<file path="config.mk">
export PLATFORM = sky130hd
export DESIGN_NAME = pool2x2_window_gen
export DESIGN_NICKNAME = d
export VERILOG_FILES = /design/src/rtl/pool2x2_window_gen.sv
export SDC_FILE = /design/constraint.sdc
export NUM_CORES = 1
export LEC_CHECK = 0
export ABC_CLOCK_PERIOD_IN_PS = 2950
export CORE_MARGIN = 3
export CORE_UTILIZATION = 50
export CTS_CLUSTER_SIZE = 30
export DETAILED_ROUTE_END_ITERATION = 8
export PLACE_DENSITY = 0.68
export SETUP_SLACK_MARGIN = 0.2
export SLEW_MARGIN = 15
export SYNTH_ARGS = -nofsm -noshare
export SYNTH_HDL_FRONTEND = slang
export SYNTH_SLANG_ARGS = --single-unit
</file>
<file path="constraint.sdc">
create_clock -name clk -period 2.95 [get_ports clk]
set_input_delay 0.885 -clock clk [delete_from_list [all_inputs] [get_ports clk]]
set_output_delay 0.885 -clock clk [all_outputs]
set_load 0.02 [all_outputs]
</file>
<file path="src/rtl/pool2x2_window_gen.sv">
// Streaming 2x2 stride-2 window generator for the fp16 max-pool stage.
// One row is buffered; windows leave registered with a valid/ready handshake.
module pool2x2_window_gen #(
  parameter int DATA_W = 16,
  parameter int IMG_W  = 24,
  parameter int IMG_H  = 24
) (
  input  logic              clk,
  input  logic              rst_n,
  input  logic [DATA_W-1:0] in_data,
  input  logic              in_valid,
  output logic              in_ready,
  output logic [DATA_W-1:0] win_a,
  output logic [DATA_W-1:0] win_b,
  output logic [DATA_W-1:0] win_c,
  output logic [DATA_W-1:0] win_d,
  output logic              win_valid,
  input  logic              win_ready,
  output logic              frame_done,
  output logic              busy
);

  localparam int COL_W = $clog2(IMG_W);
  localparam int ROW_W = $clog2(IMG_H);
  localparam logic [COL_W-1:0] COL_LAST = COL_W'(IMG_W - 1);
  localparam logic [ROW_W-1:0] ROW_LAST = ROW_W'(IMG_H - 1);

  typedef enum logic {FILL, PAIR} state_t;

  state_t            state_q;
  state_t            state_d;
  logic [COL_W-1:0]  col_q;
  logic [ROW_W-1:0]  row_q;
  logic [DATA_W-1:0] line_buf [IMG_W];
  logic [DATA_W-1:0] hold_c;

  logic             in_xfer;
  logic             out_xfer;
  logic             col_last;
  logic             row_last;
  logic             new_win;
  logic [COL_W-1:0] col_even;

  assign in_ready = !(win_valid && !win_ready);
  assign in_xfer  = in_valid && in_ready;
  assign out_xfer = win_valid && win_ready;
  assign col_last = (col_q == COL_LAST);
  assign row_last = (row_q == ROW_LAST);
  assign col_even = col_q & ~COL_W'(1);
  assign new_win  = in_xfer && (state_q == PAIR) && col_q[0];
  assign busy     = (row_q != '0) || (col_q != '0) || win_valid;

  always_comb begin
    state_d = state_q;
    unique case (state_q)
      FILL: if (in_xfer && col_last) state_d = PAIR;
      PAIR: if (in_xfer && col_last) state_d = FILL;
      default: state_d = FILL;
    endcase
  end

  always_ff @(posedge clk or negedge rst_n) begin
    if (!rst_n) begin
      state_q <= FILL;
      col_q   <= '0;
      row_q   <= '0;
    end else begin
      state_q <= state_d;
      if (in_xfer) begin
        if (col_last) begin
          col_q <= '0;
          row_q <= row_last ? '0 : row_q + ROW_W'(1);
        end else begin
          col_q <= col_q + COL_W'(1);
        end
      end
    end
  end

  // Pixel storage carries no reset; contents are don't-care until written.
  always_ff @(posedge clk) begin
    if (in_xfer && state_q == FILL) line_buf[col_q] <= in_data;
    if (in_xfer && state_q == PAIR && !col_q[0]) hold_c <= in_data;
  end

  always_ff @(posedge clk or negedge rst_n) begin
    if (!rst_n) begin
      win_a      <= '0;
      win_b      <= '0;
      win_c      <= '0;
      win_d      <= '0;
      win_valid  <= 1'b0;
      frame_done <= 1'b0;
    end else begin
      frame_done <= new_win && row_last && col_last;
      if (new_win) begin
        win_a     <= line_buf[col_even];
        win_b     <= line_buf[col_q];
        win_c     <= hold_c;
        win_d     <= in_data;
        win_valid <= 1'b1;
      end else if (out_xfer) begin
        win_valid <= 1'b0;
      end
    end
  end

endmodule

</file>
==> flow_summary.html <==
<table>
<tr><th>Metric</th><th>Value</th></tr>
<tr><th colspan="2">Floorplanning</th></tr>
<tr><td>Area of the die</td><td>0.0406 mm²</td></tr>
<tr><td>Row count</td><td>70</td></tr>
<tr><td>Height of the die</td><td>~200 µm</td></tr>
<tr><td>Count of pins on the block boundary</td><td>88</td></tr>
<tr><td>Starting density of the core</td><td>about half</td></tr>
<tr><td>Die width</td><td>201 µm</td></tr>
<tr><td>Core ar.</td><td>0.0371 mm²</td></tr>
<tr><th colspan="2">Power</th></tr>
<tr><td>PwrDens</td><td>around 950 mW/mm²</td></tr>
<tr><td>Leakage power</td><td>0.00797 µW</td></tr>
<tr><td>Maximum vdd ir drop</td><td>0.582 mV</td></tr>
<tr><th colspan="2">Timing</th></tr>
<tr><td>Slew HR</td><td>53.4%</td></tr>
<tr><td>Total Neg Setup Slack</td><td>0 ns</td></tr>
<tr><td>Share of the clock period used by the worst path</td><td>between 90 and 100%</td></tr>
<tr><td>Unrepaired setup endpoints after global routing</td><td>no</td></tr>
<tr><td>Worst hold slack across all endpoints</td><td>0.316 ns</td></tr>
<tr><td>Hold violation total from the final report</td><td>0</td></tr>
<tr><td>Time the final worst path needs with I/O delays and setup</td><td>2.68 ns</td></tr>
<tr><td>Fmax</td><td>0.374 GHz</td></tr>
<tr><td>Setup skew after layout</td><td>0.0182 ns</td></tr>
<tr><td>Setup Viol. Count Final</td><td>0</td></tr>
<tr><td>Worst-Margin Slew</td><td>around 0.70 ns</td></tr>
<tr><td>Final slew viol count</td><td>0</td></tr>
<tr><th colspan="2">Setup path</th></tr>
<tr><td>CP arrival</td><td>about 1.8 ns</td></tr>
<tr><td>Worst Path Required</td><td>between 2 and 2.5 ns</td></tr>
<tr><td>Crit path largest cell delay</td><td>0.41 ns</td></tr>
<tr><td>Crit end category</td><td>primary output</td></tr>
<tr><td>Critical path start-end classification</td><td>in2out</td></tr>
<tr><td>Standard cell with the maximum stage delay on the critical path</td><td>clkdlybuf4s50_1</td></tr>
<tr><td>Source of the worst register-to-register timing path</td><td>col_q[4]$_DFFE_PN0N_</td></tr>
<tr><td>Kind of cell adding the most delay to the critical path</td><td>buffers and inverters</td></tr>
<tr><td>Buffers and inverters on the worst path</td><td>3</td></tr>
<tr><td>Source of the critical timing path</td><td>win_ready</td></tr>
<tr><td>Cell chain of the critical path</td><td>clkdlybuf4s50_1 -&gt; nor2b_2 -&gt; inv_1 -&gt; clkdlybuf4s15_1</td></tr>
<tr><td>Largest fanout on the critical path</td><td>2</td></tr>
<tr><td>Crit start category</td><td>input port</td></tr>
<tr><th colspan="2">Place</th></tr>
<tr><td>Placed Cells</td><td>1,734</td></tr>
<tr><td>Port Buf Inserts</td><td>87</td></tr>
<tr><td>Half-perimeter wire length after placement</td><td>29.4 mm</td></tr>
<tr><td>Area of placed instances</td><td>0.0211 mm²</td></tr>
<tr><td>Final Wtd Congestion</td><td>0.848</td></tr>
<tr><th colspan="2">Global route</th></tr>
<tr><td>Most used routing layer</td><td>met2</td></tr>
<tr><td>Number of antenna violations at the first check in global routing</td><td>0</td></tr>
<tr><td>First-pass GRT wire length</td><td>between 60 and 70 mm</td></tr>
<tr><td>Via count of the first global-routing pass</td><td>roughly 11,000</td></tr>
<tr><td>Met1 usage in global routing</td><td>between 30% and 40%</td></tr>
<tr><td>Total congestion overflow</td><td>0</td></tr>
<tr><td>Combined global-route utilization of all metal layers</td><td>22.9%</td></tr>
<tr><td>Met2 track demand over resource</td><td>37.8%</td></tr>
<tr><td>Pin count of the biggest net entering global routing</td><td>between 90 and 100</td></tr>
<tr><td>GR Util met3</td><td>3.92%</td></tr>
<tr><th colspan="2">Logic synthesis</th></tr>
<tr><td>Count of unique library cells instantiated by Yosys</td><td>52</td></tr>
<tr><td>Synth Area per Inst</td><td>17.3 µm²</td></tr>
<tr><td>Nets in the synthesized netlist</td><td>1,132</td></tr>
<tr><td>Mapped Cells</td><td>1,106</td></tr>
<tr><td>FF+latch count, synth</td><td>about 480</td></tr>
<tr><td>Most used flip-flop cell after synthesis</td><td>edfxtp_1</td></tr>
<tr><td>Synthesized cell area</td><td>0.0191 mm²</td></tr>
<tr><td>Number of synthesized flops with an enable pin</td><td>400</td></tr>
<tr><td>Sequential area share after synthesis</td><td>72.9%</td></tr>
<tr><td>Share of synthesized flip-flops with an asynchronous set or reset</td><td>between 10% and 20%</td></tr>
<tr><td>Ys Warns</td><td>0</td></tr>
<tr><th colspan="2">Clocking</th></tr>
<tr><td>H-Tree Level Count</td><td>2</td></tr>
<tr><td>Clock buffer depth</td><td>3</td></tr>
<tr><td>Post-CTS setup repair buffer count</td><td>0</td></tr>
<tr><td>Worst-Skew Late Latency</td><td>between 0.5 and 0.6 ns</td></tr>
<tr><td>Library cell used as clock root buffer</td><td>clkbuf_16</td></tr>
<tr><td>CTS buffer count</td><td>48</td></tr>
<tr><td>Register clock-pin slew on the reported worst setup and hold paths</td><td>0.06 ns</td></tr>
<tr><td>Clock tree from TritonCTS</td><td>built</td></tr>
<tr><td>TritonCTS sink count</td><td>477</td></tr>
<tr><th colspan="2">Flow run</th></tr>
<tr><td>MaxCap Viol Count</td><td>0</td></tr>
<tr><th colspan="2">Run status</th></tr>
<tr><td>Status</td><td>completed</td></tr>
<tr><th colspan="2">Finish</th></tr>
<tr><td>Share of post-route cells with drive strength above 1</td><td>a little over a fifth</td></tr>
<tr><td>Cell area after layout</td><td>0.0228 mm²</td></tr>
<tr><td>Final core utilization</td><td>roughly three fifths</td></tr>
<tr><td>Count of non-filler cells in the finished layout</td><td>1,824</td></tr>
<tr><td>Layout fillers</td><td>2,735</td></tr>
<tr><td>Number of nets at the end of the flow</td><td>1,306</td></tr>
<tr><td>Diode insertion count for antenna repair</td><td>0</td></tr>
<tr><td>Synth-to-layout area growth</td><td>19.1%</td></tr>
<tr><th colspan="2">Detailed routing</th></tr>
<tr><td>Detailed-route DRC error count</td><td>0</td></tr>
<tr><td>Total length of routed wires</td><td>about 46 mm</td></tr>
<tr><td>Detailed router's first-iteration violation count</td><td>969</td></tr>
<tr><td>Wire length per cell</td><td>25.4 µm</td></tr>
<tr><td>Post-detailed-route count of antenna-violating nets</td><td>0</td></tr>
<tr><td>DR vias/cell</td><td>5.86</td></tr>
<tr><td>Overall via count from detail_route</td><td>between 10,000 and 15,000</td></tr>
<tr><td>Detailed-routing iteration count for the pre-antenna-repair pass</td><td>5</td></tr>
<tr><th colspan="2">Min path</th></tr>
<tr><td>Worst Hold Class</td><td>in2async</td></tr>
</table>
## sequential cells by signal, indices dropped and copies added (netlist names), 5 cells and up
name / flops
win_a: 16
win_c: 16
hold_c: 16
col_q: 5
win_b: 16
row_q: 5
line_buf: 384
win_d: 16
## cells by family after synthesis
group	share of synthesized area (%)
AO/OA/AOI/OAI	4.11
XOR/XNOR	0.138
multiplexers	14.2
adder cells (fa/ha/maj)	0.393
buffers and inverters	2.68
AND/OR/NAND/NOR	5.52
flip-flops	72.9
## synth_stat cells, types with 3 or more instances
library cell	instances	area share, %
inv_1	7	0.14
mux2_2	37	2.2
o22ai_1	17	0.56
a22oi_1	6	0.24
o21ai_0	12	0.31
nand3_1	9	0.24
nor2b_1	5	0.16
o211ai_1	10	0.39
a31oi_1	24	0.79
nand2b_1	4	0.13
nand4_1	3	0.098
nand2_1	148	2.9
buf_12	3	0.31
a21oi_1	5	0.13
a2111oi_1	3	0.16
clkbuf_1	12	0.24
edfxtp_1	400	63
buf_4	13	0.51
buf_6	15	0.88
nor3_1	11	0.29
nor2_1	59	1.2
mux2i_1	87	4.6
dfrtp_1	77	10
o221ai_1	4	0.18
mux4_1	8	1.1
a311oi_1	3	0.14
ha_1	6	0.39
a222oi_1	4	0.21
a221oi_1	11	0.50
or3_1	3	0.098
buf_2	10	0.26
mux4_2	54	6.4
o21a_1	6	0.24
buf_1	7	0.14
## metal layers
metal  wire (µm)  vias to the layer above  share of wire (%)
met1       19000                     5509                 41
met4        1190                        0                2.6
li1            -                     4674                  -
met3        3170                       89                6.8
met2       22900                      423                 50
met5           0                        -                  0
## worst register-to-register path, stage by stage, from the launching register on
cell and delay (ns):
dfrtp_2 0.64, buf_4 0.38, or3_1 0.50, o22ai_1 0.19, a311oi_1 0.50, o21ai_0 0.13
## placed cells by master (no fill, tap or decap), drive strengths merged, types with 17 or more instances in the layout
master	instances
a31oi	24
buf	101
clkbuf	70
clkdlybuf4s50	84
dfrtp	77
edfxtp	400
mux2	37
mux2i	87
mux4	62
nand2	148
nor2	59
o22ai	17
## area by class of cell
cell class	count	area, µm²	share of cell area, %
tap	504	631	2.77
multi-input combinational	559	4710	20.7
sequential	477	13900	61.3
inverter	7	26.3	0.115
clock buffer	69	1370	6.03
clock inverter	21	263	1.15
timing repair buffer	187	1810	7.97
## metrics by stage
stage	total power [µW]	setup slack, ns
after floorplan	13200	0.381
after global placement	15500	-0.0244
after detailed placement	15600	-0.00450
after CTS	21900	0.0946
after global routing	22700	0.207
final	21700	0.275
## timing repair
| item | 4_1_cts | 5_1_grt |
|---|---|---|
| hold buffers | 0 | 0 |
| resized for setup | 2 | 6 |
| gates cloned | 0 | 0 |
| endpoints found under the setup margin | 2 | 2 |
## worst paths after layout
path                       cells after the start                   end  slack (ns)
setup / recovery                               4              in_ready        0.27
hold / removal                                 1  col_q[3]$_DFFE_PN0N_        0.32
setup reg to reg                               5  win_a[0]$_DFFE_PN0P_        0.48
hold reg to reg                                2  win_c[4]$_DFFE_PN0P_        0.44
max in group asynchronous                      2  win_b[9]$_DFFE_PN0P_        1.98
min in group clk                               2  win_c[4]$_DFFE_PN0P_        0.44
## power by group
part	total, µW	leakage [µW]	switching (µW)	internal, µW
clock	6250	0.000801	2490	3760
combinational	6940	0.00265	3920	3020
sequential	8540	0.00452	478	8060
Power figures use the tool's default switching activity.
